[src/rtl/vga_pkg.sv]
// Shared timing defaults for the VGA raster generator (1600x1200@60, 162 MHz pixel clock)
// plus a mode-descriptor struct for future mode tables.
package vga_pkg;

    typedef struct packed {
        int unsigned h_active;
        int unsigned h_fp;
        int unsigned h_sync;
        int unsigned h_bp;
        int unsigned v_active;
        int unsigned v_fp;
        int unsigned v_sync;
        int unsigned v_bp;
    } vga_timing_t;

    localparam int unsigned DefHActive = 1600;
    localparam int unsigned DefHFp     = 64;
    localparam int unsigned DefHSync   = 192;
    localparam int unsigned DefHBp     = 304;
    localparam int unsigned DefVActive = 1200;
    localparam int unsigned DefVFp     = 1;
    localparam int unsigned DefVSync   = 3;
    localparam int unsigned DefVBp     = 46;

    localparam vga_timing_t DefTiming = '{
        h_active: DefHActive, h_fp: DefHFp, h_sync: DefHSync, h_bp: DefHBp,
        v_active: DefVActive, v_fp: DefVFp, v_sync: DefVSync, v_bp: DefVBp
    };

    function automatic int unsigned vga_total(input int unsigned active, input int unsigned fp,
                                              input int unsigned sync, input int unsigned bp);
        return active + fp + sync + bp;
    endfunction

endpackage

[src/rtl/vga_delay_line.sv]
// Fixed-depth shift register with asynchronous active-low clear; DEPTH=0 degenerates to a wire.
module vga_delay_line #(
    parameter int unsigned WIDTH = 1,
    parameter int unsigned DEPTH = 1
) (
    input  logic             clk_i,
    input  logic             rst_ni,
    input  logic [WIDTH-1:0] d_i,
    output logic [WIDTH-1:0] q_o
);

    if (DEPTH == 0) begin : g_wire
        assign q_o = d_i;
    end else begin : g_pipe
        logic [WIDTH-1:0] stage_q [DEPTH];
        logic [WIDTH-1:0] stage_d [DEPTH];

        always_comb begin
            stage_d[0] = d_i;
            for (int i = 1; i < DEPTH; i++) begin
                stage_d[i] = stage_q[i-1];
            end
        end

        always_ff @(posedge clk_i or negedge rst_ni) begin
            if (!rst_ni) begin
                for (int i = 0; i < DEPTH; i++) begin
                    stage_q[i] <= '0;
                end
            end else begin
                stage_q <= stage_d;
            end
        end

        assign q_o = stage_q[DEPTH-1];
    end

endmodule

[src/rtl/vga_timing_gen.sv]
// VGA raster timing generator: counters issue pixel requests PIPE_LAT cycles ahead of the pins,
// sync/blank are delayed to re-align with returned colour, and framebuffer swaps land in vblank.
module vga_timing_gen
    import vga_pkg::*;
#(
    parameter int unsigned H_ACTIVE  = DefHActive,
    parameter int unsigned H_FP      = DefHFp,
    parameter int unsigned H_SYNC    = DefHSync,
    parameter int unsigned H_BP      = DefHBp,
    parameter int unsigned V_ACTIVE  = DefVActive,
    parameter int unsigned V_FP      = DefVFp,
    parameter int unsigned V_SYNC    = DefVSync,
    parameter int unsigned V_BP      = DefVBp,
    parameter bit          HSYNC_POL = 1'b1,
    parameter bit          VSYNC_POL = 1'b1,
    parameter int unsigned COLOR_W   = 4,
    parameter int unsigned PIPE_LAT  = 2,
    localparam int unsigned H_TOTAL  = vga_total(H_ACTIVE, H_FP, H_SYNC, H_BP),
    localparam int unsigned V_TOTAL  = vga_total(V_ACTIVE, V_FP, V_SYNC, V_BP),
    localparam int unsigned H_W      = $clog2(H_TOTAL),
    localparam int unsigned V_W      = $clog2(V_TOTAL)
) (
    input  logic               clock_162,
    input  logic               rst,
    output logic [H_W-1:0]     pix_x,
    output logic [V_W-1:0]     pix_y,
    output logic               pix_valid,
    input  logic [COLOR_W-1:0] pix_r,
    input  logic [COLOR_W-1:0] pix_g,
    input  logic [COLOR_W-1:0] pix_b,
    output logic               HSYNC,
    output logic               VSYNC,
    output logic [COLOR_W-1:0] RED,
    output logic [COLOR_W-1:0] GREEN,
    output logic [COLOR_W-1:0] BLUE,
    output logic               frame_start,
    input  logic               swap_req,
    output logic               swap_ack,
    output logic               fb_sel
);

    localparam int unsigned HSyncStart = H_ACTIVE + H_FP;
    localparam int unsigned HSyncEnd   = H_ACTIVE + H_FP + H_SYNC;
    localparam int unsigned VSyncStart = V_ACTIVE + V_FP;
    localparam int unsigned VSyncEnd   = V_ACTIVE + V_FP + V_SYNC;

    // run_q holds the counters at (0,0) through reset so requests only appear after release
    logic               run_q, run_d;
    logic [H_W-1:0]     h_cnt_q, h_cnt_d;
    logic [V_W-1:0]     v_cnt_q, v_cnt_d;
    logic               fb_sel_q, fb_sel_d;
    logic               swap_ack_q, swap_ack_d;
    logic               hsync_q, hsync_d;
    logic               vsync_q, vsync_d;
    logic [COLOR_W-1:0] red_q, red_d, green_q, green_d, blue_q, blue_d;

    int unsigned h_pos, v_pos;
    logic        act_raw, hs_raw, vs_raw;
    logic        dly_valid, dly_hs, dly_vs;

    assign h_pos = 32'(h_cnt_q);
    assign v_pos = 32'(v_cnt_q);

    always_comb begin
        act_raw = run_q && (h_pos < H_ACTIVE) && (v_pos < V_ACTIVE);
        hs_raw  = run_q && (h_pos >= HSyncStart) && (h_pos < HSyncEnd);
        vs_raw  = run_q && (v_pos >= VSyncStart) && (v_pos < VSyncEnd);

        run_d   = 1'b1;
        h_cnt_d = h_cnt_q;
        v_cnt_d = v_cnt_q;
        if (run_q) begin
            if (h_pos == H_TOTAL - 1) begin
                h_cnt_d = '0;
                v_cnt_d = (v_pos == V_TOTAL - 1) ? '0 : v_cnt_q + V_W'(1);
            end else begin
                h_cnt_d = h_cnt_q + H_W'(1);
            end
        end

        swap_ack_d = run_q && (h_pos == 0) && (v_pos == V_ACTIVE) && swap_req;
        fb_sel_d   = fb_sel_q ^ swap_ack_d;

        hsync_d = dly_hs ? HSYNC_POL : ~HSYNC_POL;
        vsync_d = dly_vs ? VSYNC_POL : ~VSYNC_POL;
        red_d   = dly_valid ? pix_r : '0;
        green_d = dly_valid ? pix_g : '0;
        blue_d  = dly_valid ? pix_b : '0;
    end

    vga_delay_line #(
        .WIDTH (3),
        .DEPTH (PIPE_LAT)
    ) u_delay_line (
        .clk_i  (clock_162),
        .rst_ni (rst),
        .d_i    ({act_raw, hs_raw, vs_raw}),
        .q_o    ({dly_valid, dly_hs, dly_vs})
    );

    always_ff @(posedge clock_162 or negedge rst) begin
        if (!rst) begin
            run_q      <= 1'b0;
            h_cnt_q    <= '0;
            v_cnt_q    <= '0;
            fb_sel_q   <= 1'b0;
            swap_ack_q <= 1'b0;
            hsync_q    <= ~HSYNC_POL;
            vsync_q    <= ~VSYNC_POL;
            red_q      <= '0;
            green_q    <= '0;
            blue_q     <= '0;
        end else begin
            run_q      <= run_d;
            h_cnt_q    <= h_cnt_d;
            v_cnt_q    <= v_cnt_d;
            fb_sel_q   <= fb_sel_d;
            swap_ack_q <= swap_ack_d;
            hsync_q    <= hsync_d;
            vsync_q    <= vsync_d;
            red_q      <= red_d;
            green_q    <= green_d;
            blue_q     <= blue_d;
        end
    end

    assign pix_x       = h_cnt_q;
    assign pix_y       = v_cnt_q;
    assign pix_valid   = act_raw;
    assign frame_start = run_q && (h_pos == 0) && (v_pos == 0);
    assign HSYNC       = hsync_q;
    assign VSYNC       = vsync_q;
    assign RED         = red_q;
    assign GREEN       = green_q;
    assign BLUE        = blue_q;
    assign swap_ack    = swap_ack_q;
    assign fb_sel      = fb_sel_q;

endmodule
[config.mk]
export PLATFORM = sky130hd
export DESIGN_NAME = vga_timing_gen
export DESIGN_NICKNAME = d
export VERILOG_FILES = /design/src/rtl/vga_pkg.sv /design/src/rtl/vga_delay_line.sv /design/src/rtl/vga_timing_gen.sv
export SDC_FILE = /design/constraint.sdc
export NUM_CORES = 1
export LEC_CHECK = 0
export ABC_AREA = 1
export BUFFER_PORTS_ARGS = -buffer_cell sky130_fd_sc_hd__buf_2
export CAP_MARGIN = 25
export CORE_MARGIN = 2
export CORE_UTILIZATION = 55
export DETAILED_ROUTE_END_ITERATION = 8
export GPL_TIMING_DRIVEN = 0
export PLACE_DENSITY = 0.82
export SKIP_CTS_REPAIR_TIMING = 1
export SLEW_MARGIN = 20
export SYNTH_ARGS = -nofsm -noshare
export SYNTH_HDL_FRONTEND = slang
export SYNTH_HIERARCHICAL = 1
export SYNTH_SLANG_ARGS = --single-unit
[constraint.sdc]
create_clock -name clock_162 -period 4.1 [get_ports clock_162]
set_input_delay 0.615 -clock clock_162 [delete_from_list [all_inputs] [get_ports clock_162]]
set_output_delay 0.615 -clock clock_162 [all_outputs]
set_load 0.1 [all_outputs]
==> impl_metrics.env, run 1 <==
export IMPL_hold_slack_ns=0.302
export IMPL_firstDrtPassIters=4
export IMPL_nets=369
export IMPL_grt_first_pass_wirelength_mm=7.94
export IMPL_core_um2=4030
export IMPL_finalSetupTns_ns=0
export IMPL_dp_hpwl_mm=3.77
export IMPL_drc_errors=0
export IMPL_p_per_area_nw_per_um2=441
export IMPL_r2r_end="pix_y[6]$_DFFE_PN0P_"
export IMPL_wl_mm=5.07
export IMPL_final_common_cell="nand2_1"
export IMPL_setup_viol=0
export IMPL_post_drt_wl_per_cell_um=12.7
export IMPL_ys_seq_area_share_pct=49.6
export IMPL_leakagePower_nw=1.60
export IMPL_path_clk_slew_ns=0.09
export IMPL_r2r_start="pix_y[0]$_DFFE_PN0P_"
export IMPL_cts_path_max_buffers=2
export IMPL_min_period_ns=2.62
export IMPL_hold_class="in2async"
export IMPL_antenna_found_initial=0
export IMPL_post_dp_cell_area_um2=2660
export IMPL_yosysWarningCount=6
export IMPL_numClockSinks=46
export IMPL_die_w_um=68.9
export IMPL_switchingPower_mw=0.539
export IMPL_synth_cell_types=27
export IMPL_diodes=0
export IMPL_rsz0062_at_grt="false"
export IMPL_maxCapViolCount=0
export IMPL_multi_input_area_um2=931
export IMPL_drtIter0Drc=133
export IMPL_clkPwrFrac_pct=22.7
export IMPL_synth_area_um2=2320
export IMPL_cts_buffers=5
export IMPL_drive_gt1_share_pct=23.7
export IMPL_skew_ns=0.00734
export IMPL_finish_utilization_pct=68.3
export IMPL_final_area_um2=2750
export IMPL_hold_viol=0
export IMPL_maxSlewViolCount=0
export IMPL_outcome="completed"
export IMPL_vias_per_cell=5.02
export IMPL_vias=2006
export IMPL_clock_latency_ns=0.30
export IMPL_rows=23
export IMPL_cts_tree="built"
export IMPL_endpoint_kind="output pin"
export IMPL_seqCellArea_um2=1150
export IMPL_slew_headroom_pct=62.9
export IMPL_cp_slowest_cell="buf_2"
export IMPL_portBuffers=55
export IMPL_syn_area_per_cell_um2=8.08
export IMPL_cp_arrival_ns=2.00
export IMPL_synthCells=287
export IMPL_max_freq_ghz=0.382
export IMPL_critPathRequiredTime_ns=3.48
export IMPL_r2r_cells=6
export IMPL_p_int_mw=0.674
export IMPL_cpPeakStageDelay_ns=0.44
export IMPL_irDropWorstVdd_uv=517
export IMPL_fin_crit_sh_pct=63.9
export IMPL_r2r_setup_slack_ns=2.54
export IMPL_groute_usage_overall_pct=22.6
export IMPL_cp_max_fo=4
export IMPL_p_seq_share_pct=43.1
export IMPL_power_frac_comb_pct=34.2
export IMPL_stdcell_count=400
export IMPL_htree_levels=2
export IMPL_syn_to_final_growth_pct=18.6
export IMPL_grt_pass1_vias=1835
export IMPL_grt_max_degree=47
export IMPL_cp_cell_sequence="inv_1 > ha_1 > nand2_1 > nor3_1 > nand4_1 > nor2_1 > buf_2"
export IMPL_synth_seq_cells=46
export IMPL_dpl_cell_count=392
export IMPL_clock_root_buffer="clkbuf_8"
export IMPL_grt_overflow_total=0
export IMPL_cp_start_kind="flip-flop"
export IMPL_syn_nets=307
export IMPL_die_h_um=68.9
export IMPL_num_io_pins=56
export IMPL_layout_common_cells="nand2_1, buf_2, inv_1"
export IMPL_dieArea_um2=4750
export IMPL_p_sw_share_pct=44.4
export IMPL_ant_nets=0
export IMPL_fill_cells=357
export IMPL_tightest_slew_ns=0.556
export IMPL_start_util_pct=57.6
export IMPL_place_gp_congestion=0.884
export IMPL_crit_type="reg2out"
==> critical path, delay by kind of cell (launching register included) <==
family        cells  cell delay, ns
simple gates      4            0.54
fa+ha+maj         1            0.19
buf+inv           2            0.56
flops             1            0.42
==> Yosys cell counts <==
cell type,number,area share [%]
conb_1,1,0.16
a21oi_1,5,1.1
o21ai_1,2,0.43
o211a_1,1,0.43
o311ai_0,1,0.38
clkbuf_1,1,0.16
nand3b_1,1,0.32
o21ai_2,6,2.3
nand3_1,26,5.6
dfrtp_1,46,50
nand4_4,1,0.92
o211ai_1,1,0.32
nand2_2,1,0.27
buf_2,4,0.86
inv_2,1,0.16
or2_2,1,0.27
nand4_1,8,2.2
ha_1,5,2.7
xor2_1,7,2.6
nand2_1,73,12
nor2_4,1,0.49
o21ai_0,6,1.3
buf_6,2,0.97
nor2_2,3,0.81
inv_1,50,8.1
nor2_1,25,4.0
nor3_1,8,1.7
==> stage by stage <==
| step | setup slack (ns) | total power, mW |
|---|---|---|
| 3_3_place_gp | 1.82 | 0.941 |
| 4_1_cts | 1.47 | 1.22 |
| 5_1_grt | 1.35 | 1.27 |
| 3_5_place_dp | 1.81 | 0.947 |
| 2_1_floorplan | 0.760 | 0.864 |
| 6_report | 1.48 | 1.21 |
==> flip-flops by register name (all words and copies together), names as in the netlist <==
register and count:
BLUE 4, run_q 1, u_delay_line/q_o 3, u_delay_line/g_pipe.stage_d 3, GREEN 4, swap_ack 1
pix_y 11, RED 4, VSYNC 1, fb_sel 1, HSYNC 1, pix_x 12
==> how the worst max path moves through the flow <==
stage | start | endpoint | slack [ns] | cells after the start
after floorplan | pix_x[0]$_DFFE_PN0P_ | frame_start | 0.76 | 6
after global placement | pix_x[0]$_DFFE_PN0P_ | frame_start | 1.82 | 7
after detailed placement | pix_x[0]$_DFFE_PN0P_ | frame_start | 1.81 | 7
after CTS | pix_x[0]$_DFFE_PN0P_ | frame_start | 1.47 | 7
after global routing | pix_x[0]$_DFFE_PN0P_ | frame_start | 1.35 | 7
final | pix_x[0]$_DFFE_PN0P_ | frame_start | 1.48 | 7
==> power groups by stage <==
stage | Clock [mW] | Combinational [mW] | Sequential [mW]
finish | 0.276 | 0.415 | 0.523
detailed placement | 0 | 0.415 | 0.531
floorplan | 0 | 0.112 | 0.753
global route | 0.298 | 0.439 | 0.529
global placement | 0 | 0.410 | 0.531
CTS | 0.283 | 0.417 | 0.522
==> layer usage <==
layer / vias up / part of all wire (%) / track usage [%]
met1: 906 / 43 / 27.9
met5: - / 0 / 0
met3: 12 / 7.6 / 5.03
li1: 1017 / - / -
met2: 71 / 47 / 37.9
met4: 0 / 2.1 / 9.80
==> final cells by class <==
class                   count  area share, %
multi-input cells         183           33.8
plain buffers               7           1.68
clock buffers               5           2.50
inverters                  51           6.96
repair buffers             55           10.1
flip-flops and latches     46           41.9
clock inverters             3          0.773
well taps                  50           2.27
==> cells by family (layout without fill, tap and decap cells) <==
group,count (synthesis),in the layout,share of synthesized area [%]
other,1,1,0.162
AND/OR/NAND/NOR,148,148,28.4
adder cells (fa/ha/maj),5,5,2.70
AO/OA/AOI/OAI,22,22,6.20
flip-flops,46,46,49.6
XOR/XNOR,7,7,2.64
buffers and inverters,58,121,10.2
No activity file was read; power rests on OpenSTA's default activity.
==> run 2: changes to the inputs <==
Settings changed: CORE_UTILIZATION 55 to 53, PLACE_DENSITY 0.82 to 0.79.
Clock period 4.1 ns to 2.6 ns, I/O delays scaled along.
==> run 2 against run 1 <==
  * Worst hold slack worse by 0.22 ns
  * Clock power is 61% higher
  * Setup slack got worse by 1.3 ns
  * Final cell count up 0.50%
  * Clock skew down 0.0022 ns
  * Global-route usage down 1.7 points
  * Non-clock buffer count unchanged
  * Die area rose by 3.5%
  * Critical path type unchanged
  * Largest power group unchanged
==> impl_metrics.env, run 2 (synthesis results as in run 1) <==
export IMPL_outcome="completed"
export IMPL_power_total_mw=1.93
export IMPL_cts_buffers=5
export IMPL_hold_viol=0
export IMPL_nets=369
export IMPL_r2r_cells=6
export IMPL_max_freq_ghz=0.419
export IMPL_fin_crit_sh_pct=91.9
export IMPL_maxSlewViolCount=0
export IMPL_cp_cell_sequence="inv_1 > ha_1 > nand2_1 > nor3_1 > nand4_1 > nor2_4 > clkbuf_4"
export IMPL_hold_class="in2async"
export IMPL_drive_gt1_share_pct=23.7
export IMPL_die_h_um=70.2
export IMPL_rows=24
export IMPL_min_period_ns=2.39
export IMPL_start_util_pct=54.0
export IMPL_wl_mm=4.87
export IMPL_place_gp_congestion=0.922
export IMPL_setup_ws_ns=0.211
export IMPL_endpoint_kind="output pin"
export IMPL_core_um2=4290
export IMPL_grt_max_degree=47
export IMPL_cp_arrival_ns=2.00
export IMPL_r2r_end="pix_y[6]$_DFFE_PN0P_"
export IMPL_grt_overflow_total=0
export IMPL_r2r_start="pix_y[0]$_DFFE_PN0P_"
export IMPL_r2r_setup_slack_ns=1.10
export IMPL_crit_start="pix_x[0]$_DFFE_PN0P_"
export IMPL_grt_pass1_vias=1840
export IMPL_dp_hpwl_mm=3.62
export IMPL_grt_first_pass_wirelength_mm=8.17
export IMPL_die_w_um=70.2
export IMPL_antenna_found_initial=0
export IMPL_crit_buf_inv=2
export IMPL_cp_slowest_cell="dfrtp_1"
export IMPL_vias_per_cell=5.08
export IMPL_numClockSinks=46
export IMPL_tightest_slew_ns=0.555
export IMPL_portBuffers=55
export IMPL_syn_to_final_growth_pct=19.1
export IMPL_finalSetupTns_ns=0
export IMPL_leakagePower_nw=1.60
export IMPL_num_io_pins=56
export IMPL_cp_start_kind="flip-flop"
export IMPL_drtIter0Drc=137
export IMPL_groute_usage_overall_pct=20.9
export IMPL_skew_ns=0.00515
export IMPL_stdcell_count=402
export IMPL_path_clk_slew_ns=0.08
export IMPL_p_per_area_nw_per_um2=698
export IMPL_diodes=0
export IMPL_setup_viol=0
export IMPL_crit_type="reg2out"
export IMPL_final_common_cell="nand2_1"
export IMPL_firstDrtPassIters=4
export IMPL_slew_headroom_pct=63.0
export IMPL_largest_reg_flops=12
export IMPL_ant_nets=0
export IMPL_clock_root_buffer="clkbuf_8"
export IMPL_critPathRequiredTime_ns=2.21
export IMPL_cts_path_max_buffers=2
export IMPL_irDropWorstVdd_uv=577
export IMPL_cp_max_fo=4
export IMPL_dpl_cell_count=394
export IMPL_cp_top_family="simple AND/OR/NAND/NOR gates"
export IMPL_maxCapViolCount=0
export IMPL_post_drt_wl_per_cell_um=12.1
export IMPL_final_area_um2=2760
export IMPL_rsz0062_at_grt="false"
export IMPL_layout_common_cells="nand2_1, buf_2, inv_1"
export IMPL_vias=2043
export IMPL_post_dp_cell_area_um2=2670
export IMPL_clock_latency_ns=0.29
export IMPL_pre_cts_slack_ns=0.478
export IMPL_dieArea_um2=4920
export IMPL_cpPeakStageDelay_ns=0.42
export IMPL_drc_errors=0
export IMPL_cts_tree="built"
export IMPL_htree_levels=2
run 2: cell types whose count changed in the layout (fill, tap and decap cells not counted), sizes merged:
cell | before | now
buf | 61 | 60
clkbuf | 6 | 9
clkinv | 2 | 1
clkinvlp | 1 | 0
run 2: per-stage QoR:
stage               hold slack (ns)  util [%]
floorplan                    0.0944         -
global placement              0.334      62.1
detailed placement            0.335      62.1
CTS                           0.273      64.2
global route                  0.134      64.4
finish                       0.0862      64.4
run 2: worst max path at each step:
stage / cells after the start / to
after global routing: 7 / frame_start
after CTS: 7 / frame_start
after floorplan: 6 / frame_start
after global placement: 7 / frame_start
after detailed placement: 7 / frame_start
final: 7 / frame_start
run 2: area by class of cell:
cell class,instances,area (um2)
fill,376,1530
sequential,46,1150
multi-input combinational,183,938
timing repair buffer,55,280
inverter,51,191
clock buffer,7,86.3
tap,52,65.1
buffer,7,46.3
clock inverter,1,5.00
run 2: worst reg2reg max path, stage by stage (launching register included):
cell	delay, ns
dfrtp_1	0.51
ha_1	0.24
nand3_1	0.17
nor2_2	0.21
xor2_1	0.16
nand3_1	0.09
nand2_1	0.07
run 2: per-layer routing:
metal  routed length, um  global-route usage (%)  vias up
li1                    -                       -     1019
met4                  83                    7.69        0
met1                2170                    27.7      941
met5                   0                       0        -
met2                2290                    33.7       76
met3                 324                    4.62        7
run 2: report_power, final:
part / switching (mW) / leakage, nW / internal [mW]
Sequential: 0.0569 / 0.611 / 0.766
Combinational: 0.552 / 0.943 / 0.109
Clock: 0.230 / 0.0482 / 0.215
